File: src/rtl/spiking_activation_unit.sv
`default_nettype none
// ============================================================================
// Module      : spiking_activation_unit
// Description : Multi-channel integrate-and-fire activation stage. Each
//               accepted input beat is one timestep: every channel adds its
//               current into a registered membrane potential (saturating),
//               fires when the potential reaches the shared threshold, and
//               counts its spikes over a window of NUM_STEPS timesteps.
// Ports       : clk                - clock, rising edge
//               rstn               - asynchronous active-low reset
//               start              - begin a new window (sampled in IDLE)
//               reset_mode         - 0: membrane to zero after a spike,
//                                    1: subtract threshold after a spike
//               threshold          - signed firing threshold, all channels
//               in_valid/in_ready  - timestep handshake
//               current            - packed signed per-channel currents
//               spikes             - per-channel spike flags, last beat
//               accumulated_spikes - packed saturating per-channel counts
//               busy               - high while a window is running
//               done               - one-cycle pulse at window completion
// Options     : define SPIKING_ACTIVATION_LEAK_EN to decay the membrane by
//               v >>> LEAK_SHIFT before integration on active beats.
// Revision    : 1.0 - initial release
// ============================================================================
module spiking_activation_unit #(
    parameter int DATA_WIDTH   = 16,
    parameter int NUM_CH       = 4,
    parameter int CNT_WIDTH    = 8,
    parameter int NUM_STEPS    = 16,
    parameter int REFRAC_STEPS = 2,
    parameter int LEAK_SHIFT   = 4
) (
    input  logic                         clk,
    input  logic                         rstn,
    input  logic                         start,
    input  logic                         reset_mode,
    input  logic [DATA_WIDTH-1:0]        threshold,
    input  logic                         in_valid,
    output logic                         in_ready,
    input  logic [NUM_CH*DATA_WIDTH-1:0] current,
    output logic [NUM_CH-1:0]            spikes,
    output logic [NUM_CH*CNT_WIDTH-1:0]  accumulated_spikes,
    output logic                         busy,
    output logic                         done
);

    localparam int RW = (REFRAC_STEPS > 0) ? $clog2(REFRAC_STEPS + 1) : 1;
    localparam int SW = (NUM_STEPS > 1) ? $clog2(NUM_STEPS) : 1;

    localparam logic [RW-1:0]        C_REFRAC    = RW'(REFRAC_STEPS);
    localparam logic [SW-1:0]        C_LAST_STEP = SW'(NUM_STEPS - 1);
    localparam logic [CNT_WIDTH-1:0] C_CNT_MAX   = {CNT_WIDTH{1'b1}};
    localparam logic signed [DATA_WIDTH-1:0] C_MAX = {1'b0, {(DATA_WIDTH-1){1'b1}}};
    localparam logic signed [DATA_WIDTH-1:0] C_MIN = {1'b1, {(DATA_WIDTH-1){1'b0}}};

    localparam logic [1:0] S_IDLE = 2'd0;
    localparam logic [1:0] S_RUN  = 2'd1;
    localparam logic [1:0] S_DONE = 2'd2;

    if (NUM_STEPS < 1 || NUM_CH < 1 || LEAK_SHIFT < 0) begin : g_param_check
        $error("spiking_activation_unit: illegal parameter value");
    end

    // Clamp a one-bit-wider signed result back into DATA_WIDTH. Overflow is
    // visible as the two top bits disagreeing; the top bit gives the sign.
    function automatic logic signed [DATA_WIDTH-1:0] sat(input logic signed [DATA_WIDTH:0] x);
        if (x[DATA_WIDTH] != x[DATA_WIDTH-1]) begin
            return x[DATA_WIDTH] ? C_MIN : C_MAX;
        end
        return x[DATA_WIDTH-1:0];
    endfunction

    logic [1:0]                   state_q, state_d;
    logic [SW-1:0]                step_q, step_d;
    logic [NUM_CH-1:0]            spikes_q, spikes_d;
    logic signed [DATA_WIDTH-1:0] v_q [NUM_CH];
    logic signed [DATA_WIDTH-1:0] v_d [NUM_CH];
    logic [RW-1:0]                refr_q [NUM_CH];
    logic [RW-1:0]                refr_d [NUM_CH];
    logic [CNT_WIDTH-1:0]         cnt_q [NUM_CH];
    logic [CNT_WIDTH-1:0]         cnt_d [NUM_CH];

    logic signed [DATA_WIDTH-1:0] w_thr;
    logic signed [DATA_WIDTH-1:0] w_vsum [NUM_CH];
    logic signed [DATA_WIDTH-1:0] w_vsub [NUM_CH];
    logic [NUM_CH-1:0]            w_fire;

    assign w_thr = threshold;

    for (genvar g = 0; g < NUM_CH; g++) begin : g_ch
        logic signed [DATA_WIDTH-1:0] w_cur;
        logic signed [DATA_WIDTH-1:0] w_vin;

        assign w_cur = current[g*DATA_WIDTH +: DATA_WIDTH];
`ifdef SPIKING_ACTIVATION_LEAK_EN
        // v - (v >>> s) cannot overflow for s >= 1, so no clamp is needed.
        assign w_vin = v_q[g] - (v_q[g] >>> LEAK_SHIFT);
`else
        assign w_vin = v_q[g];
`endif
        assign w_vsum[g] = sat({w_vin[DATA_WIDTH-1], w_vin} + {w_cur[DATA_WIDTH-1], w_cur});
        assign w_vsub[g] = sat({w_vsum[g][DATA_WIDTH-1], w_vsum[g]} - {w_thr[DATA_WIDTH-1], w_thr});
        assign w_fire[g] = (w_vsum[g] >= w_thr);

        assign accumulated_spikes[g*CNT_WIDTH +: CNT_WIDTH] = cnt_q[g];
    end

    always_comb begin
        state_d  = state_q;
        step_d   = step_q;
        spikes_d = spikes_q;
        for (int i = 0; i < NUM_CH; i++) begin
            v_d[i]    = v_q[i];
            refr_d[i] = refr_q[i];
            cnt_d[i]  = cnt_q[i];
        end

        case (state_q)
            S_IDLE: begin
                if (start) begin
                    state_d  = S_RUN;
                    step_d   = '0;
                    spikes_d = '0;
                    for (int i = 0; i < NUM_CH; i++) begin
                        v_d[i]    = '0;
                        refr_d[i] = '0;
                        cnt_d[i]  = '0;
                    end
                end
            end
            S_RUN: begin
                // in_ready is high throughout RUN, so in_valid alone accepts.
                if (in_valid) begin
                    for (int i = 0; i < NUM_CH; i++) begin
                        if (refr_q[i] != '0) begin
                            refr_d[i]   = refr_q[i] - RW'(1);
                            spikes_d[i] = 1'b0;
                        end else if (w_fire[i]) begin
                            spikes_d[i] = 1'b1;
                            refr_d[i]   = C_REFRAC;
                            v_d[i]      = reset_mode ? w_vsub[i] : '0;
                            if (cnt_q[i] != C_CNT_MAX) begin
                                cnt_d[i] = cnt_q[i] + CNT_WIDTH'(1);
                            end
                        end else begin
                            spikes_d[i] = 1'b0;
                            v_d[i]      = w_vsum[i];
                        end
                    end
                    if (step_q == C_LAST_STEP) begin
                        step_d  = '0;
                        state_d = S_DONE;
                    end else begin
                        step_d = step_q + SW'(1);
                    end
                end
            end
            S_DONE:  state_d = S_IDLE;
            default: state_d = S_IDLE;
        endcase
    end

    always_ff @(posedge clk or negedge rstn) begin
        if (!rstn) begin
            state_q  <= S_IDLE;
            step_q   <= '0;
            spikes_q <= '0;
            for (int i = 0; i < NUM_CH; i++) begin
                v_q[i]    <= '0;
                refr_q[i] <= '0;
                cnt_q[i]  <= '0;
            end
        end else begin
            state_q  <= state_d;
            step_q   <= step_d;
            spikes_q <= spikes_d;
            for (int i = 0; i < NUM_CH; i++) begin
                v_q[i]    <= v_d[i];
                refr_q[i] <= refr_d[i];
                cnt_q[i]  <= cnt_d[i];
            end
        end
    end

    assign in_ready = (state_q == S_RUN);
    assign busy     = (state_q == S_RUN);
    assign done     = (state_q == S_DONE);
    assign spikes   = spikes_q;

endmodule
`default_nettype wire

File: config.mk
export PLATFORM = sky130hd
export DESIGN_NAME = spiking_activation_unit
export DESIGN_NICKNAME = d
export VERILOG_FILES = /design/src/rtl/spiking_activation_unit.sv
export SDC_FILE = /design/constraint.sdc
export NUM_CORES = 1
export LEC_CHECK = 0
export ABC_AREA = 0
export BUFFER_PORTS_ARGS = -buffer_cell sky130_fd_sc_hd__buf_2
export CAP_MARGIN = 5
export CORE_UTILIZATION = 45
export DETAILED_ROUTE_END_ITERATION = 16
export GPL_ROUTABILITY_DRIVEN = 0
export SLEW_MARGIN = 20
export SYNTH_ARGS = -nofsm -noshare
export SYNTH_HDL_FRONTEND = slang
export SYNTH_SLANG_ARGS = --single-unit
File: constraint.sdc
create_clock -name clk -period 6.8 [get_ports clk]
set_input_delay 2.04 -clock clk [delete_from_list [all_inputs] [get_ports clk]]
set_output_delay 2.04 -clock clk [all_outputs]
set_load 0.05 [all_outputs]
Word-level counts from Yosys, hierarchy flattened:

Index checks and enable logic that the tools add are counted.
W data, S select, Z words.

* reduce and logical (&&, ||, !) cells: 20
* bitwise logic cells: 0
* div/mod/pow operators: 0
* equality and inequality tests: 34
* mux-type cells: 91
* shift-type cells: 0
* add/sub/neg operators: 17
* multipliers: 0
* order comparisons: 4

Operator list (number)
* $mux W16: 36
* $mux W64: 2
* $pmux W64 S2: 1
* $mux W8: 14
* $add A16 B16 Y17: 4
* $sub A16 B16 Y17: 4
* $ge A16 B16 Y1: 4
* $mux W32: 2
* $pmux W32 S2: 1
* $add A8 B1 Y8 const B: 4
* $ne A8 B8 Y1 const B: 4
* $reduce_and A4 Y1: 8
* $reduce_and A6 Y1: 4
* $mux W2: 11
* $ne A2 B1 Y1 const B: 9
* $mux W1: 16
* $mux W4: 4
* $pmux W4 S2: 2
* $pmux W8 S2: 1
* $ne A2 B2 Y1 const B: 6
* $ne A3 B1 Y1 const B: 4
* $reduce_bool A2 Y1: 5
* $ne A1 B1 Y1: 8
* $sub A2 B1 Y2 const B: 4
* 7 further kinds: 8

* memories: 0
* bits in registers: 114
* bits in latches: 0
* logic and storage cells: 181
* memory bits (writable): 0
* memory bits (read-only): 0
* output and inout bits: 39
* input bits: 85

Logic depth before layout (Yosys ltp):

* depth in word-level cells: 13
* depth in mapped cells: 29
* depth with buffers taken out: 24

Worst setup path after synthesis:

Ideal clock, no wire load.

* kind: input -> register
* start point: input current[35]
* end point: register v_q (netlist bit g_ch[2].w_vin[9])
* arrival time: 6.983 ns
* slack: -0.309 ns
* setup time: 0.126 ns
* path buffers: 2
* data required time: 6.674 ns
* stages: 23
* cells stage by stage: ha_1 -> or4_1 -> a21oi_1 -> o31ai_1 -> and2_1 -> o221ai_1 -> o21bai_1 -> a21oi_1 -> xnor2_1 -> ha_1 -> clkbuf_1 -> nand3_1 -> buf_2 -> o31ai_1 -> ha_1 -> a21oi_1 -> nor3b_1 -> a21o_1 -> o21ai_1 -> o32a_1 -> and2_1 -> o311a_1 -> a221o_1

* longest elaborated chain between the ends: 13
* elaborated cells between the ends (all ways): 18
* classes of those cells: add/sub: 2; order compare: 1; eq/ne: 2; mux: 13

RTL lines
* start, declared: line 40 `input logic [NUM_CH*DATA_WIDTH-1:0] current,`
* $add A16 B16 Y17 (*): line 101 `assign w_vsum[g] = sat({w_vin[DATA_WIDTH-1], w_vin} + {w_cur[DATA_WIDTH-1], w_cur});`
* $mux W16 / $ne A1 B1 Y1 (equally long branches): line 68, 67
* $mux W16 / $mux W1 (equally long branches): line 67 `if (x[DATA_WIDTH] != x[DATA_WIDTH-1]) begin`
* $mux W16 (*): line 70 `return x[DATA_WIDTH-1:0];`
* $sub A16 B16 Y17: line 102 `assign w_vsub[g] = sat({w_vsum[g][DATA_WIDTH-1], w_vsum[g]} - {w_thr[DATA_WIDTH-1], w_thr});`
* $mux W16 / $ne A1 B1 Y1 (equally long branches): line 68, 67
* $mux W16 / $mux W1 (equally long branches): line 67
* $mux W16: line 70
* $mux W16: line 141 `v_d[i] = reset_mode ? w_vsub[i] : '0;`
* $mux W16 (*): line 138 `end else if (w_fire[i]) begin`
* $mux W16 (*): line 135 `if (refr_q[i] != '0) begin`
* $mux W64 (*): line 133 `if (in_valid) begin`
* $pmux W64 S2 (*): line 118 `case (state_q)`
* end signal, assigned by index: line 178 `v_q[i] <= v_d[i];`
* end, declared: line 76 `logic signed [DATA_WIDTH-1:0] v_q [NUM_CH];`

Every way passes the cells marked *; elsewhere a longest branch is shown, timed or not. The select of a mux whose other input is x is not followed.
A chain may end at the register's enable or synchronous reset.

Final worst setup path:

* start point: input current[32]
* end point: register v_q (netlist bit g_ch[2].w_vin[9])

Same word-level chain as after synthesis.

==> run_results.csv <==
group,metric,value,unit
status,status,"finished, final reports clean",
cts,htreeDepth,4,
layout,area_growth,35.1,%
cts,clk_path_buf_depth,2,
layout,drive_gt1_frac,0.296,
synthesis,syn-num-nets,1857,
setup_path,slowest_delay,0.40,ns
placement,numPortBuffers,123,
grt,antenna_found_initial,0,
detailed_routing,drt-initial-drc-count,828,
setup_path,endpoint_kind,"flop",
synthesis,synth_area_leaders,"dfrtp_1 (22%), ha_1 (15%), o21ai_0 (5.3%)",
layout,diodes,0,
setup_path,critPathMaxFanout,12,
setup_path,arrival,6.95,ns
sta,worst_slew_pin_slew,1.04,ns
sta,rsz0062_at_grt,"true",
synthesis,netlist_area,12800,sq um
flow_run,cap_violations,0,
synthesis,syn-instance-count,1614,
grt,overflow,0,
setup_path,start_kind,"input pin",
layout,final_util,0.621,
cts,root_buffer,"clkbuf_16",
sta,hold_viol,0,
cts,cts_tree,"done",
synthesis,yosysTopAreaCellShare,0.223,
grt,grt_pass1_wl,66100,um
sta,fmax,151,MHz
grt,grt_max_degree,62,
detailed_routing,ant_nets,0,
detailed_routing,drt_pass1_iterations,5,
sta,slew_headroom,0.304,
cts,clkTransAtPathRegs,0.06,ns
cts,clock_latency,0.43,ns
grt,grt_pass1_vias,13300,
die,core_area,27900,sq um
sta,period_minus_slack,6.63,ns
detailed_routing,avgRoutedWirePerCell,17.1,um
synthesis,ys_ff_latch,114,
sta,layout_worst_path_cycle_share,0.975,
die,die_area,29100,sq um
detailed_routing,num_vias,13900,
synthesis,synth_area_per_cell,7.93,sq um
synthesis,yosysWarnings,0,
setup_path,worst-setup-path-type,"in2reg",
synthesis,synth_edf_count,0,
sta,finClkSkew,0.0128,ns
synthesis,ys_seq_area_frac,0.223,
detailed_routing,drc,0,
setup_path,crit_chain,"buf_2 > ha_2 > inv_1 > fa_1 > nand2b_1 > a21oi_2 > o221ai_2 > o41ai_2 > nand2_1 > ha_1 > buf_6 > buf_4 > o21ai_2 > ha_1 > or2_2 > o211ai_1 > a21o_1 > o21ai_1 > o32a_1 > and2_1 > o311a_1 > a221o_1",
die,die_x,171,um
placement,hpwl,32800,um
hold_path,hold_path.class,"reg2reg",
setup_path,path_common_cell,"ha_1",
cts,cts_sinks,114,
synthesis,ys.flop_type,"dfrtp_1",
synthesis,synth_largest_area_cell,"dfrtp_1",
sta,final_max_slew_viol_count,0,
grt,grt_util_all_layers,0.287,
die,rows,61,
die,die_y,171,um
sta,setup_violations,0,
cts,cts_buffers,17,
setup_path,cp_slowest_cell,"o41ai_2",
detailed_routing,wl,41800,um
synthesis,synth_cell_type_count,84,
setup_path,cp.required,7.11,ns
detailed_routing,via_per_inst,5.68,
die,start_util,0.460,
layout,nets,2292,
die,io_pins,124,
synthesis,async_flop_share,1.00,
[worst max-delay path, delay by kind of cell]
family | cells | cell delay, ns
AND/OR/NAND/NOR | 4 | 0.81
adder cells (fa/ha/maj) | 4 | 1.20
buffers and inverters | 4 | 0.49
AO/OA/AOI/OAI | 10 | 2.39
[cell type report]
cell class / instances / area [sq um]
clock inverter: 15 / 159
clock buffer: 17 / 425
tap: 378 / 473
multi-input combinational: 1375 / 9880
timing repair buffer: 467 / 3230
inverter: 74 / 278
fill: 2492 / 10600
sequential: 114 / 2850
[final timing paths]
kind / endpoint / cells past startpoint / slack (ns) / start
max in group asynchronous: spikes[0] / 2 / 3.83 / rstn
max reg2reg: g_ch[2].w_vin[9] / 22 / 1.50 / g_ch[2].w_vin[4]
max: g_ch[2].w_vin[9] / 22 / 0.17 / current[32]
min in group asynchronous: g_ch[3].w_vin[1] / 1 / 1.68 / rstn
min: step_q[3] / 1 / 0.50 / step_q[3]
min reg2reg: step_q[3] / 1 / 0.50 / step_q[3]
[metrics by stage]
| stage | std cells | cell area (sq um) | setup slack (ns) | setup TNS (ns) | hold slack, ns |
|---|---|---|---|---|---|
| floorplan | 1614 | 12900 | -0.00157 | -0.00157 | 0.451 |
| global placement | 2402 | 16300 | -0.407 | -14.52 | 0.471 |
| detailed placement | 2402 | 16300 | -0.478 | -22.70 | 0.488 |
| CTS | 2434 | 16900 | 0.00537 | 0 | 0.501 |
| global route | 2440 | 17300 | -0.0486 | -0.203 | 0.520 |
| finish | 2440 | 17300 | 0.169 | 0 | 0.496 |
[cell usage in the layout (no fill, tap or decap), drive strengths merged, types with 6 or more instances in the layout]
cell,Yosys,routed
nor2,111,111
nand2b,59,59
a21o,37,37
o21ai,154,154
o21bai,10,10
o221ai,6,6
fa,8,8
nand3b,7,7
o21a,20,20
clkbuf,30,17
a221oi,6,6
buf,21,467
inv,74,77
o22ai,7,7
nand2,166,166
a211oi,32,32
dfrtp,114,114
and2,15,15
xnor2,59,59
a22oi,8,8
o31ai,27,27
nor3,39,39
a22o,10,10
a211o,8,8
o211ai,30,30
a21boi,6,6
and3,19,19
a21oi,112,112
or4,9,9
a31oi,22,22
ha,150,150
nand4,17,17
xor2,47,47
clkinv,0,7
nor2b,15,15
or2,11,11
nand3,45,45
or3,14,14
a32o,23,23
[what timing repair did]
| action | 4_1_cts | 5_1_grt |
|---|---|---|
| buffers inserted | 0 | 6 |
| setup endpoints to repair | 2 | 88 |
| pin swaps | 0 | 17 |
| resized for setup | 4 | 82 |
| hold buffers | 0 | 0 |
[registers in the layout, indices dropped and copies added, names as in the netlist]
name / count
state_q: 2
g_ch.w_vin: 64
step_q: 4
refr_q: 8
accumulated_spikes: 32
spikes: 4
[cell usage after synthesis, drive strengths merged, types with 22 or more instances]
master  count
o211ai     30
a211oi     32
nand2b     59
a32o       23
nor3       39
o31ai      27
ha        150
a21o       37
a31oi      22
nand2     166
nand3      45
nor2      111
clkbuf     30
a21oi     112
xor2       47
xnor2      59
o21ai     154
dfrtp     114
inv        74
[routing by layer]
metal,GRT usage,wire [um],vias to the layer above
li1,-,-,6904
met1,0.395,19700,6485
met2,0.448,18300,397
met3,0.0324,2180,79
met4,0.133,1590,0
met5,0,0,-
[cells by family (layout without fill, tap and decap cells)]
group	count (synthesis)	in the layout	share of synthesized area
multiplexers	1	1	0.000879
adder cells (fa/ha/maj)	158	158	0.159
AO/OA/AOI/OAI	565	565	0.297
AND/OR/NAND/NOR	545	545	0.209
flip-flops	114	114	0.223
buffers and inverters	125	573	0.0389
XOR/XNOR	106	106	0.0725
Power is not shown: default switching activity piles up to over one toggle a cycle in this logic, so the estimate is an artifact.
